### src/rtl/bp_cfg_link_pkg.sv
// Shared cfg-link constants and types: register map, loader states, cfg bus payload, proc configs.
package bp_cfg_link_pkg;

    localparam int CFG_CORE_WIDTH  = 8;
    localparam int CFG_ADDR_WIDTH  = 16;
    localparam int CFG_DATA_WIDTH  = 64;
    localparam int CCE_PC_WIDTH    = 8;
    localparam int CCE_INSTR_WIDTH = 48;
    localparam int CCE_UCODE_ELS   = 256;

    localparam logic [CFG_ADDR_WIDTH-1:0] CFG_FREEZE_ADDR = 16'h0001;
    localparam logic [CFG_ADDR_WIDTH-1:0] CFG_UCODE_BASE  = 16'h8000;

    typedef enum logic [1:0] {
        e_bp_single_core_cfg,
        e_bp_dual_core_cfg
    } bp_params_e;

    typedef enum logic [2:0] {
        e_idle,
        e_freeze,
        e_fetch,
        e_write,
        e_unfreeze,
        e_done
    } bp_cfg_loader_state_e;

    typedef struct packed {
        logic [CFG_CORE_WIDTH-1:0] core;
        logic [CFG_ADDR_WIDTH-1:0] addr;
        logic [CFG_DATA_WIDTH-1:0] data;
    } bp_cfg_bus_s;

    function automatic int cfg_num_core(bp_params_e cfg);
        return (cfg == e_bp_dual_core_cfg) ? 2 : 1;
    endfunction

endpackage

### src/rtl/bp_cfg_ucode_loader_if.sv
// Loader-side bundle: synchronous ucode ROM read port plus the valid/ready cfg write bus.
interface bp_cfg_ucode_loader_if #(
    parameter int cfg_core_width_p  = 8,
    parameter int cfg_addr_width_p  = 16,
    parameter int cfg_data_width_p  = 64,
    parameter int cce_pc_width_p    = 8,
    parameter int cce_instr_width_p = 48
);
    logic                         ucode_r_v_o;
    logic [cce_pc_width_p-1:0]    ucode_addr_o;
    logic [cce_instr_width_p-1:0] ucode_data_i;

    logic                         cfg_v_o;
    logic [cfg_core_width_p-1:0]  cfg_core_o;
    logic [cfg_addr_width_p-1:0]  cfg_addr_o;
    logic [cfg_data_width_p-1:0]  cfg_data_o;
    logic                         cfg_ready_i;

    modport master (
        output ucode_r_v_o, ucode_addr_o,
        input  ucode_data_i,
        output cfg_v_o, cfg_core_o, cfg_addr_o, cfg_data_o,
        input  cfg_ready_i
    );

    modport slave (
        input  ucode_r_v_o, ucode_addr_o,
        output ucode_data_i,
        input  cfg_v_o, cfg_core_o, cfg_addr_o, cfg_data_o,
        output cfg_ready_i
    );
endinterface

### src/rtl/bp_cfg_ucode_loader.sv
// Boot sequencer: freeze every core, stream CCE ucode from ROM into each core, unfreeze every core.
// Latency: first cfg write the cycle after start_i; ucode writes take fetch+write (2 cycles min).
// Backpressure: cfg payload is held stable while cfg_v_o & !cfg_ready_i; nothing advances without a transfer.
module bp_cfg_ucode_loader
    import bp_cfg_link_pkg::*;
#(
    parameter bp_params_e bp_params_p       = e_bp_single_core_cfg,
    parameter int         num_core_p        = cfg_num_core(bp_params_p),
    parameter int         cfg_core_width_p  = CFG_CORE_WIDTH,
    parameter int         cfg_addr_width_p  = CFG_ADDR_WIDTH,
    parameter int         cfg_data_width_p  = CFG_DATA_WIDTH,
    parameter int         cce_pc_width_p    = CCE_PC_WIDTH,
    parameter int         cce_instr_width_p = CCE_INSTR_WIDTH,
    parameter int         ucode_els_p       = CCE_UCODE_ELS,
    parameter bit         skip_ucode_p      = 1'b0
) (
    input  logic                    clk_i,
    input  logic                    reset_n_i,
    input  logic                    start_i,
    bp_cfg_ucode_loader_if.master   ldr_if,
    output logic                    busy_o,
    output logic                    done_o
);

    localparam int CORE_CNT_W = (num_core_p > 1) ? $clog2(num_core_p) : 1;
    localparam logic [CORE_CNT_W-1:0]     CORE_LAST = CORE_CNT_W'(num_core_p - 1);
    localparam logic [cce_pc_width_p-1:0] PC_LAST   = cce_pc_width_p'(ucode_els_p - 1);

    if (cfg_core_width_p != CFG_CORE_WIDTH || cfg_addr_width_p != CFG_ADDR_WIDTH ||
        cfg_data_width_p != CFG_DATA_WIDTH) begin : g_bad_bus_width
        $error("cfg bus widths must match bp_cfg_bus_s");
    end
    if (cce_instr_width_p > cfg_data_width_p) begin : g_bad_instr_width
        $error("cce_instr_width_p must not exceed cfg_data_width_p");
    end
    if (ucode_els_p < 1 || ucode_els_p > (1 << cce_pc_width_p)) begin : g_bad_ucode_els
        $error("ucode_els_p out of range for cce_pc_width_p");
    end

    bp_cfg_loader_state_e           state_q, state_d;
    logic [CORE_CNT_W-1:0]          core_cnt_q, core_cnt_d;
    logic [cce_pc_width_p-1:0]      pc_cnt_q, pc_cnt_d;
    logic                           done_q, done_d;
    logic                           rd_q, rd_d;
    logic [CFG_DATA_WIDTH-1:0]      hold_q, hold_d;
    logic [CFG_DATA_WIDTH-1:0]      rom_word;
    logic                           cfg_v, xfer, core_last, pc_last;
    bp_cfg_bus_s                    bus;

    assign rom_word  = CFG_DATA_WIDTH'(ldr_if.ucode_data_i);
    assign cfg_v     = (state_q == e_freeze) || (state_q == e_write) || (state_q == e_unfreeze);
    assign xfer      = cfg_v && ldr_if.cfg_ready_i;
    assign core_last = (core_cnt_q == CORE_LAST);
    assign pc_last   = (pc_cnt_q == PC_LAST);

    always_comb begin
        state_d    = state_q;
        core_cnt_d = core_cnt_q;
        pc_cnt_d   = pc_cnt_q;
        done_d     = done_q;
        rd_d       = (state_q == e_fetch);
        // ROM data is only valid the cycle after the read, so capture it then
        hold_d     = rd_q ? rom_word : hold_q;
        unique case (state_q)
            e_idle, e_done: begin
                if (start_i) begin
                    state_d    = e_freeze;
                    core_cnt_d = '0;
                    pc_cnt_d   = '0;
                    done_d     = 1'b0;
                end
            end
            e_freeze: begin
                if (xfer) begin
                    if (core_last) begin
                        core_cnt_d = '0;
                        state_d    = skip_ucode_p ? e_unfreeze : e_fetch;
                    end else begin
                        core_cnt_d = core_cnt_q + CORE_CNT_W'(1);
                    end
                end
            end
            e_fetch: state_d = e_write;
            e_write: begin
                if (xfer) begin
                    state_d = e_fetch;
                    if (!pc_last) begin
                        pc_cnt_d = pc_cnt_q + cce_pc_width_p'(1);
                    end else begin
                        pc_cnt_d = '0;
                        if (core_last) begin
                            core_cnt_d = '0;
                            state_d    = e_unfreeze;
                        end else begin
                            core_cnt_d = core_cnt_q + CORE_CNT_W'(1);
                        end
                    end
                end
            end
            e_unfreeze: begin
                if (xfer) begin
                    if (core_last) begin
                        core_cnt_d = '0;
                        state_d    = e_done;
                        done_d     = 1'b1;
                    end else begin
                        core_cnt_d = core_cnt_q + CORE_CNT_W'(1);
                    end
                end
            end
            default: state_d = e_idle;
        endcase
    end

    always_comb begin
        bus = '0;
        unique case (state_q)
            e_freeze, e_unfreeze: begin
                bus.core = CFG_CORE_WIDTH'(core_cnt_q);
                bus.addr = CFG_FREEZE_ADDR;
                bus.data = (state_q == e_freeze) ? CFG_DATA_WIDTH'(1) : '0;
            end
            e_write: begin
                bus.core = CFG_CORE_WIDTH'(core_cnt_q);
                bus.addr = CFG_UCODE_BASE + CFG_ADDR_WIDTH'(pc_cnt_q);
                bus.data = rd_q ? rom_word : hold_q;
            end
            default: bus = '0;
        endcase
    end

    always_ff @(posedge clk_i or negedge reset_n_i) begin
        if (!reset_n_i) begin
            state_q    <= e_idle;
            core_cnt_q <= '0;
            pc_cnt_q   <= '0;
            done_q     <= 1'b0;
            rd_q       <= 1'b0;
            hold_q     <= '0;
        end else begin
            state_q    <= state_d;
            core_cnt_q <= core_cnt_d;
            pc_cnt_q   <= pc_cnt_d;
            done_q     <= done_d;
            rd_q       <= rd_d;
            hold_q     <= hold_d;
        end
    end

    assign ldr_if.ucode_r_v_o  = (state_q == e_fetch);
    assign ldr_if.ucode_addr_o = (state_q == e_fetch) ? pc_cnt_q : '0;
    assign ldr_if.cfg_v_o      = cfg_v;
    assign ldr_if.cfg_core_o   = bus.core;
    assign ldr_if.cfg_addr_o   = bus.addr;
    assign ldr_if.cfg_data_o   = bus.data;
    assign busy_o              = (state_q != e_idle) && (state_q != e_done);
    assign done_o              = done_q;

endmodule
### src/flat_wrapper.sv
// flat-port wrapper written by rule: the top's interface ports become plain ports
module bp_cfg_ucode_loader_flat import bp_cfg_link_pkg::*;
#(
    parameter bp_params_e bp_params_p       = e_bp_single_core_cfg,
    parameter int         num_core_p        = cfg_num_core(bp_params_p),
    parameter int         cfg_core_width_p  = CFG_CORE_WIDTH,
    parameter int         cfg_addr_width_p  = CFG_ADDR_WIDTH,
    parameter int         cfg_data_width_p  = CFG_DATA_WIDTH,
    parameter int         cce_pc_width_p    = CCE_PC_WIDTH,
    parameter int         cce_instr_width_p = CCE_INSTR_WIDTH,
    parameter int         ucode_els_p       = CCE_UCODE_ELS,
    parameter bit         skip_ucode_p      = 1'b0
)
  (clk_i, reset_n_i, start_i, busy_o, done_o, ldr_if_ucode_r_v_o, ldr_if_ucode_addr_o, ldr_if_ucode_data_i, ldr_if_cfg_v_o, ldr_if_cfg_core_o, ldr_if_cfg_addr_o, ldr_if_cfg_data_o, ldr_if_cfg_ready_i);
  bp_cfg_ucode_loader_if #(.cfg_core_width_p(cfg_core_width_p), .cfg_addr_width_p(cfg_addr_width_p), .cfg_data_width_p(cfg_data_width_p), .cce_pc_width_p(cce_pc_width_p), .cce_instr_width_p(cce_instr_width_p)) ldr_if_i ();
  input  logic clk_i;
  input  logic reset_n_i;
  input  logic start_i;
  output logic busy_o;
  output logic done_o;
  output wire logic [$bits(ldr_if_i.ucode_r_v_o)-1:0] ldr_if_ucode_r_v_o;
  output wire logic [$bits(ldr_if_i.ucode_addr_o)-1:0] ldr_if_ucode_addr_o;
  input wire logic [$bits(ldr_if_i.ucode_data_i)-1:0] ldr_if_ucode_data_i;
  output wire logic [$bits(ldr_if_i.cfg_v_o)-1:0] ldr_if_cfg_v_o;
  output wire logic [$bits(ldr_if_i.cfg_core_o)-1:0] ldr_if_cfg_core_o;
  output wire logic [$bits(ldr_if_i.cfg_addr_o)-1:0] ldr_if_cfg_addr_o;
  output wire logic [$bits(ldr_if_i.cfg_data_o)-1:0] ldr_if_cfg_data_o;
  input wire logic [$bits(ldr_if_i.cfg_ready_i)-1:0] ldr_if_cfg_ready_i;
  assign ldr_if_ucode_r_v_o = ldr_if_i.ucode_r_v_o;
  assign ldr_if_ucode_addr_o = ldr_if_i.ucode_addr_o;
  assign ldr_if_i.ucode_data_i = ldr_if_ucode_data_i;
  assign ldr_if_cfg_v_o = ldr_if_i.cfg_v_o;
  assign ldr_if_cfg_core_o = ldr_if_i.cfg_core_o;
  assign ldr_if_cfg_addr_o = ldr_if_i.cfg_addr_o;
  assign ldr_if_cfg_data_o = ldr_if_i.cfg_data_o;
  assign ldr_if_i.cfg_ready_i = ldr_if_cfg_ready_i;
  bp_cfg_ucode_loader #(.bp_params_p(bp_params_p), .num_core_p(num_core_p), .cfg_core_width_p(cfg_core_width_p), .cfg_addr_width_p(cfg_addr_width_p), .cfg_data_width_p(cfg_data_width_p), .cce_pc_width_p(cce_pc_width_p), .cce_instr_width_p(cce_instr_width_p), .ucode_els_p(ucode_els_p), .skip_ucode_p(skip_ucode_p)) u_core (.clk_i(clk_i), .reset_n_i(reset_n_i), .start_i(start_i), .ldr_if(ldr_if_i), .busy_o(busy_o), .done_o(done_o));
endmodule
### config.mk
export PLATFORM = sky130hd
export DESIGN_NAME = bp_cfg_ucode_loader_flat
export DESIGN_NICKNAME = d
export VERILOG_FILES = /design/src/rtl/bp_cfg_link_pkg.sv /design/src/rtl/bp_cfg_ucode_loader_if.sv /design/src/rtl/bp_cfg_ucode_loader.sv /design/src/flat_wrapper.sv
export SDC_FILE = /design/constraint.sdc
export NUM_CORES = 1
export LEC_CHECK = 0
export BUFFER_PORTS_ARGS = -buffer_cell sky130_fd_sc_hd__buf_2
export CAP_MARGIN = 20
export CORE_MARGIN = 2
export CORE_UTILIZATION = 52
export DETAILED_ROUTE_END_ITERATION = 6
export PLACE_DENSITY = 0.85
export SLEW_MARGIN = 10
export SYNTH_ARGS = -nofsm -noshare
export SYNTH_HDL_FRONTEND = slang
export SYNTH_SLANG_ARGS = --single-unit
export TNS_END_PERCENT = 1
### constraint.sdc
create_clock -name clk_i -period 2.8 [get_ports clk_i]
set_clock_uncertainty 0.2 [all_clocks]
set_input_delay 0.28 -clock clk_i [delete_from_list [all_inputs] [get_ports clk_i]]
set_output_delay 0.28 -clock clk_i [all_outputs]
set_load 0.005 [all_outputs]
==> impl_metrics.csv <==
group,metric,value,unit
outcome,status,"finished clean",
floorplan,io_pins,152,
placement,io_buffers,136,
setup_path,crit_type,"register to primary output",
timing,finalMaxSlewViolations,0,
setup_path,path_max_fanout,22,
clocking,cts_buffers,9,
setup_path,cp_data_required_time,2320,ps
detailed_routing,vias,3027,
timing,max_freq,0.4140,GHz
setup_path,r2r-start,"u_core.state_q[2]$_DFFE_PN0P_",
worst_hold_path,hp-class,"input pin to register",
timing,tns,0,ps
synth,synth_seq_cells,77,
final_layout,final_common_cell,"buf_2",
pwr,power.total,4.615,mW
timing,tightest_slew,757.2,ps
detailed_routing,drtAntennaViolNets,0,
clocking,clkTransAtPathRegs,80,ps
synth,synth_edf_count,0,
synth,yosysWarnings,0,
synth,async_flop_share,100.0,%
clocking,cts_tree,"built",
grt,antenna_found_initial,0,
grt,grt_max_degree,61,
detailed_routing,via_per_inst,5.020,
placement,routabilityCongestion,0.9020,
final_layout,layout_common_cells,"buf_2 (135), nor2b_1 (79), dfrtp_1 (76), mux2_2 (48), dlygate4sd3_1 (47)",
setup_path,crit_chain,"buf_4, mux2_2, nor2b_1, buf_2",
floorplan,die_h,88.49,µm
clocking,htreeDepth,3,
pwr,ir_drop,425.9,µV
grt,gr-total-overflow,0,
setup_path,cp-startpoint,"u_core.rd_q$_DFF_PN0_",
clocking,clockBufferDepth,2,
synth,synth_cell_type_count,37,
synth,syn-cell-area,0.003712,mm²
pwr,p_per_area,905.2,mW/mm²
clocking,postCtsSetupRepairBufs,0,
worst_hold_path,hold_start,"ldr_if_ucode_data_i[31]",
timing,period_share,86.27,%
clocking,cts_root_buf,"clkbuf_8",
synth,ys_seq_area_share,51.90,%
floorplan,die_x,88.49,µm
timing,rsz0062_at_grt,"no",
grt,grt_use_total,25.55,%
timing,finalSetupViolations,0,
setup_path,slowest_delay,540,ps
final_layout,final_nets,556,
timing,period_needed,2415,ps
timing,relSlewSlack,49.52,%
setup_path,crit_arrival,1940,ps
clocking,clock-sinks,77,
synth,synthFlopType,"dfrtp_1",
detailed_routing,wl,10.07,mm
clocking,clk_latency,340,ps
grt,grt_pass1_vias,3062,
synth,syn_inst,322,
setup_path,cp-end-kind,"primary output",
setup_path,critPathSlowestCell,"dfrtp_2",
synth,avgSynthCellArea,11.53,µm²
grt,grt_pass1_wl,15.19,mm
floorplan,coreArea,0.006869,mm²
setup_path,cp-start-kind,"register",
floorplan,dieArea,0.007830,mm²
floorplan,row_count,30,
detailed_routing,wl_per_cell,16.69,µm
detailed_routing,dr.pass1.iters,4,
timing,hold_viol_final,0,
detailed_routing,drc_errors,0,
final_layout,nFillCells,467,
final_layout,drive_gt1_share,41.81,%
flow_run,max_cap_violations,0,
pwr,power_leakage,2.545,nW
placement,post-dp-hpwl,5.859,mm
detailed_routing,drtIter0Drc,138,
final_layout,syn_to_final_growth,37.34,%
final_layout,antenna_cells,0,
floorplan,start_util,54.04,%
-- where the power goes --
part / internal [mW] / leakage [nW] / switching, mW / total [mW]
sequential: 1.51 / 0.950 / 0.253 / 1.77
clock: 0.497 / 0.101 / 0.406 / 0.903
combinational: 1.00 / 1.49 / 0.940 / 1.94
-- path summary, 6_finish.rpt --
path / endpoint / slack, ps / depth (start not counted)
max: ldr_if_cfg_data_o[7] / 380 / 4
min: u_core.hold_q[31]$_DFF_PN0_ / 20 / 2
max reg2reg: u_core.pc_cnt_q[4]$_DFFE_PN0P_ / 690 / 4
min reg2reg: u_core.hold_q[18]$_DFF_PN0_ / 300 / 1
max in group asynchronous: u_core.hold_q[54]$_DFF_PN0_ / 1350 / 3
min in group asynchronous: u_core.hold_q[1]$_DFF_PN0_ / 390 / 2
-- critical path: cells and delay by family (launching register included) --
family / cells / cell delay, ps
and+or+nand+nor: 1 / 150
buffers and inverters: 2 / 490
muxes: 1 / 400
DFF: 1 / 540
-- layout make-up --
| class | instances | area, µm² | share of cell area, % |
|---|---|---|---|
| clock buffers | 9 | 123.9 | 2.429 |
| multi-input cells | 222 | 1608 | 31.53 |
| flip-flops and latches | 77 | 1928 | 37.82 |
| repair buffers | 190 | 1219 | 23.90 |
| well taps | 96 | 120.1 | 2.356 |
| inverters | 3 | 11.26 | 0.2209 |
| clock inverters | 6 | 88.84 | 1.742 |
-- Yosys cell counts, types with 2 or more instances --
| cell | count | area, µm² |
|---|---|---|
| dfrtp_1 | 77 | 1927 |
| buf_6 | 3 | 33.78 |
| a21oi_1 | 4 | 20.02 |
| o21ai_0 | 10 | 50.05 |
| inv_1 | 3 | 11.26 |
| a22o_1 | 2 | 17.52 |
| o2bb2a_1 | 2 | 20.02 |
| nor2_1 | 8 | 30.03 |
| and4b_1 | 2 | 20.02 |
| buf_4 | 16 | 120.1 |
| nor2b_1 | 79 | 494.2 |
| and4_1 | 2 | 17.52 |
| clkbuf_1 | 8 | 30.03 |
| nor3_1 | 3 | 15.01 |
| nand2_1 | 8 | 30.03 |
| and2_1 | 15 | 93.84 |
| buf_2 | 7 | 35.03 |
| nand3_1 | 7 | 35.03 |
| mux2_2 | 48 | 540.5 |
-- state kept, by name, indices dropped and copies added, names as in the netlist --
| signal | count |
|---|---|
| u_core.hold_q | 64 |
| u_core.pc_cnt_q | 8 |
| u_core.state_q | 3 |
| u_core.done_o | 1 |
| u_core.rd_q | 1 |
-- metrics by stage --
stage	hold WS [ps]	worst slack [ps]	util [%]	cells	area [µm²]
after floorplan	-215.6	938.3	-	336	3765
after global placement	197.0	790.7	64.28	541	4415
after detailed placement	198.1	751.5	64.28	541	4415
after CTS	1.055	411.7	74.08	602	5089
after global routing	2.169	293.0	74.23	603	5099
final	16.36	384.5	74.23	603	5099
-- layer usage --
metal | share of wire, % | wire length [µm] | GRT usage [%] | vias up
met5 | 0 | 0 | 0 | -
met4 | 1.7 | 167 | 8.540 | 0
met3 | 7.2 | 728 | 5.597 | 19
met2 | 51 | 5110 | 44.98 | 141
met1 | 40 | 4058 | 31.21 | 1471
li1 | - | - | - | 1396
-- cell families after synthesis --
| family | after synthesis | synth area share [%] |
|---|---|---|
| AND/OR/NAND/NOR | 134 | 22.58 |
| flip-flops | 77 | 51.90 |
| multiplexers | 48 | 14.56 |
| buffers and inverters | 37 | 6.202 |
| AO/OA/AOI/OAI | 24 | 4.315 |
| adder cells (fa/ha/maj) | 1 | 0.3370 |
| other | 1 | 0.1010 |
-- timing repair --
item,CTS,global route
endpoints found under the hold margin,103,1
resized for setup,0,0
hold buffers,46,1
Note: power is estimated with default switching activity, not from simulation.
